`src/rtl/mux4b_rr_arbiter.sv`:
```
// Round-robin arbiter that shares one enabled 4-bit 4:1 mux among four requesters.
// The owner is rotated when it releases, or after MAX_HOLD cycles if another requester is waiting.

module mux4b_4to1_en (
    input  logic [3:0] d0_i,
    input  logic [3:0] d1_i,
    input  logic [3:0] d2_i,
    input  logic [3:0] d3_i,
    input  logic [1:0] sel_i,
    input  logic       en_i,
    output logic [3:0] y_o
);
    always_comb begin
        y_o = 4'b0000;
        if (en_i) begin
            unique case (sel_i)
                2'd0:    y_o = d0_i;
                2'd1:    y_o = d1_i;
                2'd2:    y_o = d2_i;
                default: y_o = d3_i;
            endcase
        end
    end
endmodule

module mux4b_rr_arbiter #(
    parameter int unsigned MAX_HOLD = 4
) (
    input  logic       clk,
    input  logic       rst,
    input  logic [3:0] req,
    input  logic [3:0] a,
    input  logic [3:0] b,
    input  logic [3:0] c,
    input  logic [3:0] d,
    output logic [3:0] grant,
    output logic [1:0] sel,
    output logic       enable,
    output logic [3:0] out,
    output logic [3:0] hold_cnt
);
    typedef enum logic {IDLE, GRANT} state_t;

    localparam logic [3:0] MAX_HOLD_C = 4'(MAX_HOLD);

    state_t     state_q, state_d;
    logic [3:0] grant_q, grant_d;
    logic [1:0] sel_q, sel_d;
    logic       en_q, en_d;
    logic [3:0] hold_q, hold_d;
    logic [1:0] last_q, last_d;
    logic [3:0] others;
    logic [1:0] win_idle, win_next;

    // First asserted request scanning from+1, from+2, from+3, from (mod 4).
    function automatic logic [1:0] pick(input logic [1:0] from, input logic [3:0] mask);
        logic       found;
        logic [1:0] idx;
        found = 1'b0;
        pick  = 2'd0;
        for (int k = 1; k <= 4; k++) begin
            idx = from + 2'(k);
            if (!found && mask[idx]) begin
                found = 1'b1;
                pick  = idx;
            end
        end
    endfunction

    assign others   = req & ~grant_q;
    assign win_idle = pick(last_q, req);
    assign win_next = pick(sel_q, others);

    always_comb begin
        state_d = state_q;
        grant_d = grant_q;
        sel_d   = sel_q;
        en_d    = en_q;
        hold_d  = hold_q;
        last_d  = last_q;
        unique case (state_q)
            IDLE: begin
                if (|req) begin
                    state_d = GRANT;
                    grant_d = 4'b0001 << win_idle;
                    sel_d   = win_idle;
                    en_d    = 1'b1;
                    hold_d  = 4'd1;
                end
            end
            GRANT: begin
                if (!req[sel_q] || (hold_q >= MAX_HOLD_C && |others)) begin
                    // Release or forced rotation: hand off directly when anyone else waits.
                    last_d = sel_q;
                    if (|others) begin
                        grant_d = 4'b0001 << win_next;
                        sel_d   = win_next;
                        hold_d  = 4'd1;
                    end else begin
                        state_d = IDLE;
                        grant_d = 4'b0000;
                        sel_d   = 2'd0;
                        en_d    = 1'b0;
                        hold_d  = 4'd0;
                    end
                end else if (hold_q < MAX_HOLD_C) begin
                    hold_d = hold_q + 4'd1;
                end
            end
            default: state_d = IDLE;
        endcase
    end

    always_ff @(posedge clk) begin
        if (rst) begin
            state_q <= IDLE;
            grant_q <= 4'b0000;
            sel_q   <= 2'd0;
            en_q    <= 1'b0;
            hold_q  <= 4'd0;
            last_q  <= 2'd3;
        end else begin
            state_q <= state_d;
            grant_q <= grant_d;
            sel_q   <= sel_d;
            en_q    <= en_d;
            hold_q  <= hold_d;
            last_q  <= last_d;
        end
    end

    assign grant    = grant_q;
    assign sel      = sel_q;
    assign enable   = en_q;
    assign hold_cnt = hold_q;

    mux4b_4to1_en u_mux (
        .d0_i  (a),
        .d1_i  (b),
        .d2_i  (c),
        .d3_i  (d),
        .sel_i (sel_q),
        .en_i  (en_q),
        .y_o   (out)
    );
endmodule

```
`config.mk`:
```
export PLATFORM = sky130hd
export DESIGN_NAME = mux4b_rr_arbiter
export DESIGN_NICKNAME = d
export VERILOG_FILES = /design/src/rtl/mux4b_rr_arbiter.sv
export SDC_FILE = /design/constraint.sdc
export NUM_CORES = 1
export LEC_CHECK = 0
export ABC_CLOCK_PERIOD_IN_PS = 3180
export CORE_MARGIN = 5
export CORE_UTILIZATION = 49
export DETAILED_ROUTE_END_ITERATION = 8
export PLACE_DENSITY = 0.8
export SLEW_MARGIN = 30
export SYNTH_ARGS = -nofsm -noshare
export SYNTH_HDL_FRONTEND = slang
export SYNTH_SLANG_ARGS = --single-unit
export TNS_END_PERCENT = 10
```
`constraint.sdc`:
```
create_clock -name clk -period 3.18 [get_ports clk]
set_clock_uncertainty 0.2 [all_clocks]
set_input_delay 0.477 -clock clk [delete_from_list [all_inputs] [get_ports clk]]
set_output_delay 0.477 -clock clk [all_outputs]
set_load 0.01 [all_outputs]
```
==> impl_metrics.prom <==
# TYPE chip_impl_metric gauge
chip_impl_metric{name="clk-insertion-delay-late",unit="ns"} 0.29
chip_impl_metric{name="vdd.ir_drop.worst",unit="uV"} 434
chip_impl_metric{name="post-dp-hpwl",unit="mm"} 2.49
chip_impl_info{name="cts_root_buf",value="sky130_fd_sc_hd__clkbuf_4"} 1
chip_impl_info{name="timing.setup.critical_path_class",value="reg -> out"} 1
chip_impl_metric{name="num-fill-cells",unit=""} 178
chip_impl_metric{name="core_region_area",unit="sq mm"} 0.00223
chip_impl_metric{name="slew_headroom",unit=""} 0.280
chip_impl_info{name="synth_most_common_cell",value="sky130_fd_sc_hd__nor2_1"} 1
chip_impl_metric{name="leakage",unit="nW"} 0.600
chip_impl_metric{name="number_of_drc_violations_after_detailed_routing",unit=""} 0
chip_impl_metric{name="hold_depth",unit=""} 2
chip_impl_metric{name="per_cell_routed_wire_length",unit="microns"} 16.3
chip_impl_metric{name="multi_input_comb_area",unit="sq um"} 812
chip_impl_info{name="cts_tree",value="yes"} 1
chip_impl_info{name="critPathMostFrequentCell",value="sky130_fd_sc_hd__nor2_1"} 1
chip_impl_info{name="worst_hold_path.endpoint",value="hold_cnt[3]"} 1
chip_impl_metric{name="synthesis.instances",unit=""} 135
chip_impl_metric{name="antenna-diode-count",unit=""} 0
chip_impl_metric{name="max_capacitance_violation_count",unit=""} 0
chip_impl_info{name="outcome",value="completed"} 1
chip_impl_info{name="synth_commonest_cells",value="19 x sky130_fd_sc_hd__nor2_1, 14 x sky130_fd_sc_hd__dfxtp_1, 9 x sky130_fd_sc_hd__a21oi_1, 9 x sky130_fd_sc_hd__nand2_1, 6 x sky130_fd_sc_hd__nand2b_1"} 1
chip_impl_metric{name="synth_top_area_share",unit=""} 0.244
chip_impl_info{name="startpoint_type",value="flop"} 1
chip_impl_metric{name="nets",unit=""} 201
chip_impl_metric{name="grt-ovfl-total",unit=""} 0
chip_impl_metric{name="crit_path_max_incr_delay",unit="ns"} 0.47
chip_impl_metric{name="fp.dieW",unit="microns"} 58.4
chip_impl_metric{name="worst-path-max-fanout",unit=""} 6
chip_impl_metric{name="numClockSinks",unit=""} 14
chip_impl_info{name="endpoint_kind",value="output port"} 1
chip_impl_metric{name="mappedNetlistArea",unit="sq mm"} 0.00115
chip_impl_metric{name="tightestPinTransition",unit="ns"} 1.07
chip_impl_metric{name="grt_antenna_before_repair",unit=""} 0
chip_impl_metric{name="synth.distinct_cells",unit=""} 50
chip_impl_metric{name="final-setup-viol-count",unit=""} 0
chip_impl_info{name="rsz0062_at_grt",value="no"} 1
chip_impl_metric{name="critical_path_rt",unit="ns"} 2.50
chip_impl_metric{name="area.growth.synth_to_final",unit="%"} 36.4
chip_impl_metric{name="detail_route_antenna_nets",unit=""} 0
chip_impl_metric{name="cts_buffers",unit=""} 3
chip_impl_metric{name="drt_iter0_markers",unit=""} 74
chip_impl_metric{name="yosys_warn_count",unit=""} 0
chip_impl_metric{name="critPathArrivalTime",unit="ns"} 2.11
chip_impl_metric{name="global_route_wire_length_before_repair",unit="mm"} 5.53
chip_impl_metric{name="drive_gt1_frac",unit=""} 0.173
chip_impl_metric{name="die-height",unit="microns"} 58.4
chip_impl_metric{name="postSynthAreaPerCell",unit="sq um"} 8.50
chip_impl_info{name="crit-reg2reg-capture",value="grant[0]"} 1
chip_impl_metric{name="layout.core_utilization",unit=""} 0.701
chip_impl_metric{name="fin_tns_setup",unit="ns"} 0
chip_impl_metric{name="worst_case_hold_slack",unit="ns"} 0.298
chip_impl_metric{name="cts.repair_timing.setup_buffer_count",unit=""} 0
chip_impl_info{name="worstPathCellList",value="buf_4 > ha_1 > a222oi_1 > nor2_1 > a21oi_1 > nor2_1 > clkdlybuf4s50_1"} 1
chip_impl_metric{name="regArea",unit="sq um"} 280
chip_impl_metric{name="clkSlewWorstSetupHoldPaths",unit="ns"} 0.09
chip_impl_metric{name="slew_viol_final",unit=""} 0
chip_impl_info{name="timing.critical_path.slowest_stage_cell",value="sky130_fd_sc_hd__clkdlybuf4s50_1"} 1
chip_impl_metric{name="ctsResizeCount",unit=""} 0
chip_impl_info{name="worst_hold_class",value="reg -> reg"} 1
chip_impl_info{name="ys_dominant_reg_cell",value="sky130_fd_sc_hd__dfxtp_1"} 1
chip_impl_metric{name="finalWorstPathRequiredPeriod",unit="ns"} 2.78
chip_impl_metric{name="global_route_usage_sum",unit=""} 0.206
chip_impl_metric{name="top_level_ports",unit=""} 37
chip_impl_metric{name="ff2ff_setup_slack",unit="ns"} 0.93
chip_impl_metric{name="synth_fp_nets",unit=""} 162
chip_impl_info{name="synth.area.top_cells",value="sky130_fd_sc_hd__dfxtp_1 24%, sky130_fd_sc_hd__nor2_1 6.2%, sky130_fd_sc_hd__ha_1 5.5%"} 1
chip_impl_info{name="synthDominantAreaCellType",value="sky130_fd_sc_hd__dfxtp_1"} 1
chip_impl_metric{name="routabilityCongestion",unit=""} 0.915
chip_impl_metric{name="wl",unit="mm"} 3.27
chip_impl_metric{name="io_buffers",unit=""} 36
chip_impl_metric{name="dieArea",unit="sq mm"} 0.00341
chip_impl_metric{name="pin_count_of_the_biggest_net_entering_global_routing",unit=""} 14
chip_impl_metric{name="detailedRoute.firstPassIterationCount",unit=""} 4
chip_impl_metric{name="fin_total_pwr",unit="mW"} 0.728
chip_impl_metric{name="htree_num_levels",unit=""} 1
chip_impl_info{name="worstReg2RegStart",value="sel[1]"} 1
chip_impl_metric{name="via_count",unit=""} 1203
chip_impl_metric{name="cts-hold-fix-buffers",unit=""} 0
chip_impl_info{name="hp_start",value="hold_cnt[3]"} 1
chip_impl_metric{name="ys_seq_elements",unit=""} 14
chip_impl_metric{name="postSynth.asyncResetShare",unit=""} 0
chip_impl_metric{name="synth-edff-count",unit=""} 0
chip_impl_metric{name="maxClockFrequency",unit="MHz"} 359
chip_impl_metric{name="viasPerCell",unit=""} 5.99
chip_impl_metric{name="reg2regPathDepth",unit=""} 8
chip_impl_metric{name="power_per_cell_area",unit="mW/mm^2"} 465
chip_impl_metric{name="initial_core_util",unit=""} 0.514
chip_impl_metric{name="std_cell_rows",unit=""} 17
chip_impl_metric{name="number_of_global_route_vias_before_repair",unit=""} 1166
chip_impl_metric{name="maximum_buffer_depth_of_the_clock_tree",unit=""} 2
chip_impl_metric{name="timing.final.crit_share",unit=""} 0.875
chip_impl_metric{name="ys_seq_area_frac",unit=""} 0.244
chip_impl_metric{name="hold_violations",unit=""} 0
==> critical path: cells and delay by family, from the launching register on <==
family / cells / cell delay [ns]
buffers and inverters: 2 / 0.63
AO/OA/AOI/OAI: 2 / 0.49
flip-flops: 1 / 0.32
adder cells (fa/ha/maj): 1 / 0.24
AND/OR/NAND/NOR: 2 / 0.12
==> layer usage <==
| layer | GRT usage | routed length [microns] | vias up |
|---|---|---|---|
| met5 | 0 | 0 | - |
| met4 | 0.0596 | 37 | 0 |
| met3 | 0.0307 | 226 | 5 |
| met2 | 0.343 | 1520 | 55 |
| met1 | 0.272 | 1490 | 555 |
| li1 | - | - | 588 |
==> cell usage in the layout (no fill, tap or decap), drive strengths merged <==
cell type / Yosys / routed
nand2b: 7 / 7
mux4: 2 / 2
nand3: 2 / 2
ha: 5 / 5
dfxtp: 14 / 14
o2111a: 1 / 1
nor2: 19 / 19
inv: 7 / 7
o311ai: 1 / 1
a21oi: 10 / 10
o21bai: 1 / 1
a21o: 2 / 2
o21a: 1 / 1
a221oi: 2 / 2
nor2b: 5 / 5
and2: 1 / 1
o211ai: 4 / 4
nor3: 6 / 6
a41oi: 1 / 1
a222oi: 4 / 4
or2b: 2 / 2
or3: 1 / 1
nand2: 10 / 10
a211oi: 2 / 2
o221ai: 1 / 1
nand3b: 1 / 1
buf: 3 / 2
and2b: 2 / 2
a311oi: 2 / 2
a31oi: 1 / 1
clkbuf: 0 / 4
o21ai: 7 / 7
o211a: 2 / 2
o22ai: 2 / 2
clkdlybuf4s50: 0 / 36
o32ai: 1 / 1
nand4: 2 / 2
==> cells by family after synthesis <==
family          synth area share
simple gates               0.284
buf+inv                   0.0480
compound gates             0.330
flops                      0.244
fa+ha+maj                 0.0545
mux                       0.0393
==> flip-flops by register name, indices dropped and copies added, names as in the netlist <==
register	cells
last_q	2
sel	2
grant	4
hold_cnt	4
enable	1
state_q	1
==> how the worst max path moves through the flow <==
stage / from / to / slack (ns) / depth (start not counted)
final: sel[0] / out[1] / 0.40 / 7
after global routing: sel[1] / out[2] / 0.27 / 7
after CTS: sel[0] / out[3] / 0.40 / 7
after detailed placement: req[3] / grant[2] / 0.46 / 7
after global placement: req[1] / grant[3] / 0.48 / 7
after floorplan: sel[1] / grant[0] / 0.90 / 8
==> where the power goes <==
group	leakage, nW	internal [mW]	switching, mW	total (mW)
Clock	0.0210	0.0698	0.0597	0.129
Sequential	0.116	0.196	0.0239	0.220
Combinational	0.463	0.185	0.194	0.378
Total	0.600	0.451	0.277	0.728
==> through the flow <==
step	std cells	instance area, sq um	setup slack [ns]
3_5_place_dp	197	1530	0.459
5_1_grt	201	1570	0.267
4_1_cts	201	1570	0.401
3_3_place_gp	197	1530	0.479
2_1_floorplan	135	1150	0.903
6_report	201	1570	0.396
==> final cells by class <==
class,instances,area share
multi-input combinational,110,0.519
timing repair buffer,38,0.240
sequential,14,0.179
clock buffer,4,0.0232
tap,28,0.0224
inverter,7,0.0168
No activity file was read; power rests on OpenSTA's default activity.
